`config.mk`:
```
export PLATFORM = sky130hd
export DESIGN_NAME = pc_redirect_ctrl
export DESIGN_NICKNAME = d
export VERILOG_FILES = /design/src/rtl/pipe_ctrl_pkg.sv /design/src/rtl/pc_redirect_ctrl_perf_counter.sv /design/src/rtl/pc_redirect_ctrl.sv
export SDC_FILE = /design/constraint.sdc
export NUM_CORES = 1
export LEC_CHECK = 0
export CORE_MARGIN = 5
export CORE_UTILIZATION = 35
export DETAILED_ROUTE_END_ITERATION = 10
export GPL_ROUTABILITY_DRIVEN = 0
export PLACE_DENSITY = 0.72
export SETUP_SLACK_MARGIN = 0.3
export SLEW_MARGIN = 20
export SYNTH_ARGS = -nofsm -noshare
export SYNTH_HDL_FRONTEND = slang
export SYNTH_SLANG_ARGS = --single-unit
```
`constraint.sdc`:
```
create_clock -name clk -period 4.9 [get_ports clk]
set_clock_uncertainty 0.1 [all_clocks]
set_input_delay 0.49 -clock clk [delete_from_list [all_inputs] [get_ports clk]]
set_output_delay 0.49 -clock clk [all_outputs]
set_load 0.02 [all_outputs]
```
`src/rtl/pipe_ctrl_pkg.sv`:
```
// pipe_ctrl_pkg: shared state encoding, redirect source codes and datapath width.
package pipe_ctrl_pkg;
    localparam int XLEN = 32;
    localparam logic [1:0] S_IDLE     = 2'd0;
    localparam logic [1:0] S_REDIRECT = 2'd1;
    localparam logic [1:0] S_FLUSH    = 2'd2;
    localparam logic SRC_BRANCH = 1'b0;
    localparam logic SRC_TRAP   = 1'b1;
endpackage

```
`src/rtl/pc_redirect_ctrl_perf_counter.sv`:
```
// perf_counter: free-running wrap-around event counter with synchronous clear.
module perf_counter #(
    parameter int CNT_W = 16
) (
    input  logic             clk,
    input  logic             rst,
    input  logic             inc,
    output logic [CNT_W-1:0] cnt
);
    always_ff @(posedge clk) begin
        if (rst) cnt <= '0;
        else if (inc) cnt <= cnt + CNT_W'(1);
    end
endmodule

```
`src/rtl/pc_redirect_ctrl.sv`:
```
// pc_redirect_ctrl: arbitrates branch/trap redirects, hands one at a time to fetch,
// and holds pipeline flush for a fixed window after each accepted redirect.
module pc_redirect_ctrl
    import pipe_ctrl_pkg::*;
#(
    parameter int XLEN         = pipe_ctrl_pkg::XLEN,
    parameter int FLUSH_CYCLES = 2,
    parameter int CNT_W        = 16
) (
    input  logic             clk,
    input  logic             rst,
    input  logic             br_valid,
    input  logic [XLEN-1:0]  br_target,
    input  logic [XLEN-1:0]  br_pc,
    input  logic             trap_valid,
    input  logic [XLEN-1:0]  trap_target,
    input  logic             fetch_ready,
    output logic             redirect_valid,
    output logic [XLEN-1:0]  redirect_pc,
    output logic             redirect_src,
    output logic             flush_if_id,
    output logic             flush_id_ex,
    output logic             busy,
    output logic [XLEN-1:0]  last_br_pc,
    output logic [CNT_W-1:0] redirect_cnt,
    output logic [CNT_W-1:0] drop_cnt
);
    logic [1:0]      state, state_nxt;
    logic [3:0]      fcnt, fcnt_nxt;
    logic [XLEN-1:0] pc_nxt, br_pc_q, br_pc_nxt;
    logic            src_nxt, hs, drop;

    assign hs = (state == S_REDIRECT) && fetch_ready;

    always_ff @(posedge clk) begin
        if (rst) begin
            state        <= S_IDLE;
            fcnt         <= '0;
            redirect_pc  <= '0;
            redirect_src <= SRC_BRANCH;
            br_pc_q      <= '0;
            last_br_pc   <= '0;
        end else begin
            state        <= state_nxt;
            fcnt         <= fcnt_nxt;
            redirect_pc  <= pc_nxt;
            redirect_src <= src_nxt;
            br_pc_q      <= br_pc_nxt;
            if (hs && redirect_src == SRC_BRANCH) last_br_pc <= br_pc_q;
        end
    end

    // Bit 0 of every latched target is cleared (JALR alignment).
    always_comb begin
        state_nxt = state;
        fcnt_nxt  = fcnt;
        pc_nxt    = redirect_pc;
        src_nxt   = redirect_src;
        br_pc_nxt = br_pc_q;
        drop      = 1'b0;
        case (state)
            S_IDLE: begin
                drop = br_valid && trap_valid;
                if (trap_valid) begin
                    state_nxt = S_REDIRECT;
                    pc_nxt    = {trap_target[XLEN-1:1], 1'b0};
                    src_nxt   = SRC_TRAP;
                end else if (br_valid) begin
                    state_nxt = S_REDIRECT;
                    pc_nxt    = {br_target[XLEN-1:1], 1'b0};
                    src_nxt   = SRC_BRANCH;
                    br_pc_nxt = br_pc;
                end
            end
            S_REDIRECT: begin
                drop = br_valid;
                if (fetch_ready) begin
                    state_nxt = S_FLUSH;
                    fcnt_nxt  = 4'(FLUSH_CYCLES);
                end
                // A trap preempting a branch keeps us offering; an accepted branch still counts.
                if (trap_valid && redirect_src == SRC_BRANCH) begin
                    state_nxt = S_REDIRECT;
                    pc_nxt    = {trap_target[XLEN-1:1], 1'b0};
                    src_nxt   = SRC_TRAP;
                end
            end
            S_FLUSH: begin
                drop     = br_valid;
                fcnt_nxt = fcnt - 4'd1;
                if (trap_valid) begin
                    state_nxt = S_REDIRECT;
                    pc_nxt    = {trap_target[XLEN-1:1], 1'b0};
                    src_nxt   = SRC_TRAP;
                end else if (fcnt == 4'd1) begin
                    state_nxt = S_IDLE;
                end
            end
            default: state_nxt = S_IDLE;
        endcase
    end

    always_comb begin
        redirect_valid = state == S_REDIRECT;
        busy           = state != S_IDLE;
        flush_if_id    = busy;
        flush_id_ex    = busy;
    end

    perf_counter #(.CNT_W(CNT_W)) u_redirect_cnt (
        .clk(clk), .rst(rst), .inc(hs), .cnt(redirect_cnt)
    );

    perf_counter #(.CNT_W(CNT_W)) u_drop_cnt (
        .clk(clk), .rst(rst), .inc(drop), .cnt(drop_cnt)
    );
endmodule
```
Word-level counts from Yosys, hierarchy flattened

Cells that the tools add are included.

Flip-flop bits (word level): 135

Add/sub/neg operators: 3
Eq/ne operators: 9
Muxes and demuxes: 20
Bitwise gates (word level): 2
Reductions and logical operators: 13

Operators with widths:

| cell                  | number |
|---|---|
| $mux 32               | 4 |
| $pmux 32 s3           | 1 |
| $add 16x1->16 const B | 2 |
| $mux 2                | 6 |
| $pmux 4 s2            | 1 |
| $ne 3x3->1 const B    | 2 |
| $pmux 2 s3            | 1 |
| $reduce_and 3->1      | 2 |
| $eq 4x1->1 const B    | 1 |
| $logic_and 1x1->1     | 4 |
| $mux 1                | 4 |
| $mux 4                | 1 |
| $ne 2x2->1 const B    | 2 |
| $reduce_and 4->1      | 1 |
| $reduce_bool 2->1     | 2 |
| $sub 4x1->4 const B   | 1 |
| $ne 3x2->1 const B    | 1 |
| $pmux 1 s3            | 1 |
| $reduce_bool 3->1     | 1 |
| $eq 2x1->1 const B    | 1 |
| $eq 2x2->1 const B    | 1 |
| $logic_not 2->1       | 1 |
| $ne 2x1->1 const B    | 1 |
| $not 1->1             | 2 |
| 3 further kinds       | 3 |

Longest topological paths before layout

Depth after elaboration: 4
Gate-level depth with buffers: 9
Gate-level depth less buffers: 6

Cells and area by module

From an unflattened synthesis, not the netlist that was laid out.

Cells, all modules: 697
Area, all modules: 5908.2 µm²

By module, submodules not included:

| module           | times used | cells each | area an instance (µm²) | sequential area each (µm²) |
|---|---|---|---|---|
| pc_redirect_ctrl | 1          | 531        | 4394.2                 | 2042.0 |
| perf_counter     | 2          | 83         | 757.0                  | 320.3 |

Least setup slack after synthesis

No wires, ideal clock.

Path type: flip-flop to flip-flop
Start point: reg state[0]
End point: reg u_drop_cnt.cnt[10]
Setup time: 0.070 ns
Arrival time: 2.132 ns
Slack: 2.597 ns
Cell stages (with the launch flop): 8
Cells stage by stage: dfxtp_1 -> inv_1 -> ha_1 -> a21oi_2 -> or4b_1 -> buf_2 -> or4_1 -> a21oi_1

Word-level cells in the longest chain between the ends: 3

Ends and longest elaborated chain:

| element                                  | line                                | source |
|---|---|---|
| start, declared                          | pc_redirect_ctrl.sv:28              | `logic [1:0] state, state_nxt;` |
| start signal, assigned                   | pc_redirect_ctrl.sv:44              | `state <= state_nxt;` |
| $eq 2x1->1 or $eq 2x2->1 (tied branches) | pc_redirect_ctrl.sv:61              | `case (state)` |
| $reduce_or 2->1 (no source line)         | -                                   |  |
| $pmux 1 s2 (*)                           | pc_redirect_ctrl.sv:61              |  |
| end signal, assigned                     | pc_redirect_ctrl_perf_counter.sv:12 | `else if (inc) cnt <= cnt + CNT_W'(1);` |
| end, declared                            | pc_redirect_ctrl_perf_counter.sv:8  | `output logic [CNT_W-1:0] cnt` |

Mark *: on every way between the ends. The rest lies on a longest branch, timed or not.
A chain may end at the register's enable or synchronous reset.

Worst setup path in the final report

Start point: reg state[0]
End point: reg u_drop_cnt.cnt[14]

Same word-level chain as after synthesis.

==> impl_metrics.toml <==
[status]
status = "complete, no violations"

[clock_network]
clockBufferDepth = 2
clkLatencyLatePin_ns = 0.42
cts.sinks = 134
htreeDepth = 4
ctsResizeCount = 0
numCtsBuffers = 17
clockRootBuffer = "clkbuf_16"
post-cts-setup-buffers = 0
cts_tree = "done"
clk_pin_slew_ns = 0.06
holdBufCountCts = 0

[sta]
slew_headroom = 0.415
fmax_ghz = 0.360
timing.hold.ws_ns = 0.347
drv_slew = 0
report.final.hold_viol_count = 0
setup_viol = 0
period_share = 0.566
min_period_ns = 2.77
tns_ns = 0
rsz0062_at_grt = "no"
tightest_slew_ns = 0.877

[layout]
final_area_mm2 = 0.00822
seq_area_mm2 = 0.00268
drive_above_1_share = 0.0557
final_common_cell = "clkdlybuf4s50_1"
final_cell_mix = "clkdlybuf4s50_1 (197), nand2_1 (174), dfxtp_1 (134)"
multi_input_area_mm2 = 0.00264
fillCellCount = 1541
nets = 978
area_growth_pct = 47.1
num_antenna_cells = 0
utilization = 0.521

[place]
dpl.hpwl_um = 10800
portBuffers = 198
dpl_cell_area_mm2 = 0.00768

[power]
p_switching_mw = 1.41
pwr-share-clk = 0.297
p_total_mw = 3.89
internal_power_mw = 2.48
leakage_nw = 2.77
sw_frac_of_total = 0.363
combPwrFrac = 0.351
sequentialPowerShare = 0.352
irDropWorstVdd_mv = 0.251
power.density_mw_per_mm2 = 474

[routing]
drcViolationCount = 0
wl_met2_um = 7420
vias = 5393
route.top_layer_used = "met4"
drt-total-wl_um = 16000
post_drt_wl_per_cell_um = 14.6
met3_length_um = 1500
first_iter_violations = 262
viasPerCell = 4.92
m1WireLength_um = 6900
first_pass_iters = 4
postRouteAntennaNets = 0

[synth]
yosysWarnings = 0
ys_seq_area_frac = 0.480
synth_nets = 808
synth_flop_cell = "dfxtp_1"
async_reset_ff_frac = 0
syn_avg_cell_area_um2 = 8.01
synth_cell_type_count = 40
syn_inst = 697
synth.cell_area_mm2 = 0.00558
synth-edff-count = 0
ys_ff_latch = 134

[floorplanning]
placementRows = 46
pin_count = 202
initial_core_util = 0.354
dieArea_mm2 = 0.0186
core_mm2 = 0.0158
die_h_um = 136
die_w_um = 136

[critical_path]
crit_family = "simple AND/OR/NAND/NOR gates"
critPathMaxStageDelay_ns = 0.67
start_kind = "flop"
cp-end-kind = "flop"
cp_max_fo = 33
cp.required_ns = 5.14
arrival_ns = 3.02
cp_slowest_cell = "or4b_1"
crit_chain = "inv_1 -> ha_1 -> buf_4 -> a21oi_2 -> or4b_1 -> or4_1 -> a21oi_1"
path_class = "reg -> reg"
crit_buf_inv = 2

[global_routing]
grt_pass1_wl_um = 25000
track_usage = 0.168
grt-ovfl-total = 0
grt_max_degree = 83
grt_pass1_vias = 5034
antenna_found_initial = 0

[job]
cap_viol_max_count = 0

[hold_path]
worstHoldPathType = "reg -> reg"
[through the flow]
stage                     setup slack [ns]  std cells
after CTS                             2.13       1096
after floorplan                       2.60        697
after global routing                  2.00       1096
after global placement                1.70       1064
after detailed placement              2.08       1064
final                                 2.13       1096
[worst min-delay path: cells and delay by family (launching register included)]
| family | cells | cell delay (ns) |
|---|---|---|
| flip-flops | 1 | 0.31 |
| AND/OR/NAND/NOR | 1 | 0.05 |
| AO/OA/AOI/OAI | 1 | 0.05 |
[sequential cells by signal, summed over array words and instances, names as in the netlist]
name                flops
fcnt                    4
redirect_src            1
redirect_pc            31
last_br_pc             32
u_redirect_cnt.cnt     16
state                   2
br_pc_q                32
u_drop_cnt.cnt         16
[synthesized netlist by cell type, types with 2 or more instances]
cell | n | area, µm²
or4_1 | 9 | 67.6
xnor2_1 | 13 | 114
nand2_1 | 174 | 653
xor2_1 | 5 | 43.8
or3_1 | 8 | 50.1
nor3_1 | 5 | 25.0
nand2b_1 | 5 | 31.3
nand3_1 | 11 | 55.1
dfxtp_1 | 134 | 2680
mux2i_1 | 3 | 30.0
a311oi_1 | 31 | 272
buf_4 | 4 | 30.0
clkbuf_1 | 48 | 180
buf_2 | 2 | 10.0
and4_1 | 2 | 17.5
o31ai_1 | 5 | 37.5
nor2_1 | 25 | 93.8
nor2b_1 | 3 | 18.8
a21oi_1 | 116 | 581
inv_1 | 13 | 48.8
nand4_1 | 7 | 43.8
and3_1 | 2 | 12.5
o21ai_0 | 41 | 205
nor4_1 | 6 | 37.5
ha_1 | 10 | 125
[logic make-up after synthesis]
kind of cell             after synthesis  synth area share
AND/OR/NAND/NOR                      261             0.204
XOR/XNOR                              18            0.0282
adder cells (fa/ha/maj)               10            0.0224
buffers and inverters                 69            0.0511
other                                  1          0.000672
AO/OA/AOI/OAI                        201             0.207
flip-flops                           134             0.480
multiplexers                           3           0.00538
[area by class of cell]
cell class	instances	area share
Multi-Input combinational cell	494	0.321
Clock buffer	19	0.0527
Tap cell	216	0.0329
Inverter	13	0.00594
Clock inverter	13	0.0122
Timing Repair Buffer	207	0.249
Sequential cell	134	0.326
[path summary, 6_finish.rpt]
path                            cells past startpoint        start  slack, ns                  to
worst min-delay path                                2  br_pc_q[10]       0.35      last_br_pc[10]
worst min register to register                      2  br_pc_q[10]       0.35      last_br_pc[10]
worst max-delay path                                7     state[0]       2.13  u_drop_cnt.cnt[14]
worst max register to register                      7     state[0]       2.13  u_drop_cnt.cnt[14]
[routing by layer]
layer  up-vias  global-route usage
li1       2750                   -
met1      2478               0.204
met2       152               0.270
met3        13              0.0744
met4         0              0.0498
met5         -                   0
[power groups by stage]
| stage | registers (mW) | clock network, mW | logic [mW] |
|---|---|---|---|
| 6_report | 1.37 | 1.16 | 1.37 |
| 2_1_floorplan | 1.53 | 0 | 0.679 |
| 5_1_grt | 1.39 | 1.23 | 1.50 |
| 3_5_place_dp | 1.39 | 0 | 1.38 |
| 3_3_place_gp | 1.39 | 0 | 1.37 |
| 4_1_cts | 1.37 | 1.18 | 1.39 |
Power figures use the tool's default switching activity.
==> edit 1, RTL diff (same flow settings) <==
`XLEN`: 32 -> 16.
--- a/src/rtl/pipe_ctrl_pkg.sv
+++ b/src/rtl/pipe_ctrl_pkg.sv
@@ -1,5 +1,5 @@
 // pipe_ctrl_pkg: shared state encoding, redirect source codes and datapath width.
 package pipe_ctrl_pkg;
-    localparam int XLEN = 32;
+    localparam int XLEN = 16;
     localparam logic [1:0] S_IDLE     = 2'd0;
     localparam logic [1:0] S_REDIRECT = 2'd1;
Ports: changed (5 resized); port bits go from 202 to 122. The function was not compared with the original's and may differ.
==> edit 1 against the unedited design <==
Routed wire length is 41% lower. Power is 46% lower. Synthesized area is 33% lower. Sequential cell count is 48 lower. Worst setup slack better by 0.092 ns. Cell area is 37% lower. Largest cell class is now multi-input combinational cells. Largest power group unchanged. Highest routed layer unchanged.
==> edit 1: results (changes against the unedited design) <==
hold_slack_ns: 0.353  # +0.00632 ns
worstSetupStartpoint: "trap_valid"
synth-compound-area-share_pct: 17.3  # -3.4 points
drt-met1-wl_um: 4180  # -39%
cp.arrival_ns: 2.77  # -0.25 ns
reg2reg_to: "redirect_pc[9]"
dp.cells: 678  # -36%
status: "completed"
dp.final_hpwl_um: 6890  # -36%
r2r_slack_ns: 2.42  # +0.29 ns
h-tree-depth: 3  # -1
critPathSlowestCell: "clkdlybuf4s50_1"
hold_end: "last_br_pc[7]"
clkLatencyLatePin_ns: 0.35  # -0.07 ns
ys_seq_area_share_pct: 45.8  # -2.2 points
grt_pass1_wl_um: 15900  # -36%
met2_length_um: 4540  # -39%
synth_nets: 514  # -36%
p_leak_uw: 0.00181  # -35%
synthAdderAreaFrac_pct: 3.33  # +1.1 points
yosys-top-cells-count: "91 x nand2_1, 86 x dfxtp_1, 65 x a21oi_1, 28 x nor2_1, 21 x o21ai_0"
wl_per_cell_um: 13.7  # -6.2%
root_buffer: "clkbuf_8"
synth_cells: 451  # -35%
synth.area.top_cells: "dfxtp_1 46%, nand2_1 9.1%, a21oi_1 8.7%"
slew_headroom_pct: 31.3  # -10 points
cp_max_fo: 24  # -27%
drive_gt1_share_pct: 5.02  # -0.55 points
synth-xor-area-share_pct: 4.90  # +2.1 points
wl_met3_um: 623  # -58%
nets: 616  # -37%
critPathMaxStageDelay_ns: 0.95  # +0.28 ns
==> edit 1: cell count changes after synthesis, moves of 6 or more <==
cell      unedited run  this run
o21ai_0             41        21
a21oi_1            116        65
xnor2_1             13         3
a311oi_1            31        15
nand2_1            174        91
clkbuf_1            48        17
inv_1               13         7
xor2_1               5        18
dfxtp_1            134        86
==> edit 1: how the worst max path moves through the flow <==
stage | end | slack [ns] | depth (start not counted)
6_report | redirect_pc[9] | 2.22 | 6
5_1_grt | redirect_pc[1] | 1.94 | 6
4_1_cts | redirect_pc[9] | 2.24 | 6
3_5_place_dp | redirect_pc[9] | 1.83 | 6
3_3_place_gp | redirect_pc[1] | 1.95 | 6
2_1_floorplan | redirect_pc[14] | 2.93 | 8
==> edit 1: layout make-up <==
type | count | area (um^2)
fill | 1007 | 5250
clock inverter | 6 | 43.8
timing repair buffer | 121 | 1200
tap | 136 | 170
multi-input combinational | 328 | 1870
inverter | 7 | 26.3
sequential | 86 | 1720
clock buffer | 10 | 138
==> edit 1: power by group <==
group,switching [uW],total (uW),internal [uW],leakage (uW)
registers,67.0,861,794,0.000700
clock network,254,455,201,0.0000930
logic,452,785,334,0.00102
==> edit 1: critical path: cells and delay by family <==
| kind | cells | cell delay, ns |
|---|---|---|
| buffers and inverters | 2 | 1.19 |
| AND/OR/NAND/NOR | 2 | 0.71 |
| AO/OA/AOI/OAI | 2 | 0.38 |
==> edit 1: per-layer routing <==
| layer | up-vias | track usage [%] |
|---|---|---|
| met1 | 1602 | 18.0 |
| met5 | - | 0 |
| li1 | 1775 | - |
| met3 | 12 | 3.77 |
| met2 | 90 | 25.0 |
| met4 | 0 | 5.37 |
==> edit 2, RTL diff (same settings) <==
Made on the original files. Put a register stage on the output `drop_cnt`, cleared by the reset. The value now appears one clock later. The other outputs are not delayed to match.
--- a/src/rtl/pc_redirect_ctrl.sv
+++ b/src/rtl/pc_redirect_ctrl.sv
@@ -26,4 +26,6 @@
     output logic [CNT_W-1:0] drop_cnt
 );
+
+    logic [CNT_W-1:0] drop_cnt_d;
     logic [1:0]      state, state_nxt;
     logic [3:0]      fcnt, fcnt_nxt;
@@ -113,5 +115,13 @@
 
     perf_counter #(.CNT_W(CNT_W)) u_drop_cnt (
-        .clk(clk), .rst(rst), .inc(drop), .cnt(drop_cnt)
+        .clk(clk), .rst(rst), .inc(drop), .cnt(drop_cnt_d)
     );
+    always_ff @(posedge clk) begin
+        if (rst) begin
+            drop_cnt <= '0;
+        end else begin
+            drop_cnt <= drop_cnt_d;
+        end
+    end
+
 endmodule
Formal check against the unedited RTL: not equivalent (a bounded check fails within 4 cycles, from zero or initial values and one cycle with rst high).
==> edit 2 against the unedited design <==
Power up 8.1%. Maximum frequency down 12%. Worst setup slack worse by 0.39 ns. Synthesized area up 7.8%. Critical path depth down 1. Die area up 7.2%. First-iteration DRC count down 32%. Combinational power about the same. Non-clock buffer count down 1. Via count up 2.8%. Sequential cell count up 16. Routed wire length up 2.2%. Cell area up 6.1%. Global-route usage down 0.71 points. Largest power group unchanged.
==> edit 2: results (changes against the unedited design) <==
status: "completed"
hold_start: "br_pc_q[0]"
peakVddDrop_v: 0.000292  # +16%
clkbuf_count: 21  # +2
hold_slack_ns: 0.343  # -0.00333 ns
cp.arrival_ns: 3.36  # +0.34 ns
grt_util_met3_pct: 6.95  # -0.49 points
hold_end: "last_br_pc[0]"
route.vias.total: 5544  # +2.8%
power_switching_uw: 1430  # +1.3%
met1_usage_pct: 19.5  # -0.97 points
path_delay_family: "adder cells"
met2_length_um: 7410  # -0.23%
nets: 1005  # +2.8%
clk_share_pct: 6.87  # +0.39 points
dp.final_hpwl_um: 11000  # +1.8%
rows: 48  # +4.3%
cellPowerDensity_mw_per_mm2: 483  # +1.8%
wl_um: 16300  # +2.2%
ys_seq_area_share_pct: 49.9  # +1.9 points
num-nonclk-buffers: 206  # -0.48%
drt-met1-wl_um: 7090  # +2.8%
inverters: 14  # +1
worstMarginPinSlew_ns: 1.01  # +0.128 ns
r2r_cells: 6  # -1
multi_input_cells: 505  # +2.2%
wl_met3_um: 1570  # +5.1%
## edit 2: cell types whose count changed in the layout (fill, tap and decap cells not counted), sizes merged, moves of 4 or more
cell	unedited run	this run
a21oi	117	109
dfxtp	134	150
mux2	0	8
nor2	25	33
nor2b	3	16
nor3	5	9
o31ai	5	0
or4	9	5
## edit 2: power by group through the flow
stage | sequential [uW] | clock [uW] | combinational, uW
detailed placement | 1540 | 0 | 1380
finish | 1510 | 1330 | 1370
global route | 1530 | 1410 | 1500
floorplan | 1660 | 0 | 691
CTS | 1510 | 1350 | 1390
global placement | 1530 | 0 | 1380
## edit 2: how the worst max path moves through the flow
stage | cells past startpoint | to | slack [ns]
floorplan | 7 | u_drop_cnt.cnt[10] | 2.62
global placement | 7 | redirect_pc[12] | 1.51
detailed placement | 6 | u_drop_cnt.cnt[14] | 1.73
CTS | 6 | u_drop_cnt.cnt[14] | 1.72
global route | 6 | u_drop_cnt.cnt[14] | 1.52
finish | 6 | u_drop_cnt.cnt[12] | 1.74
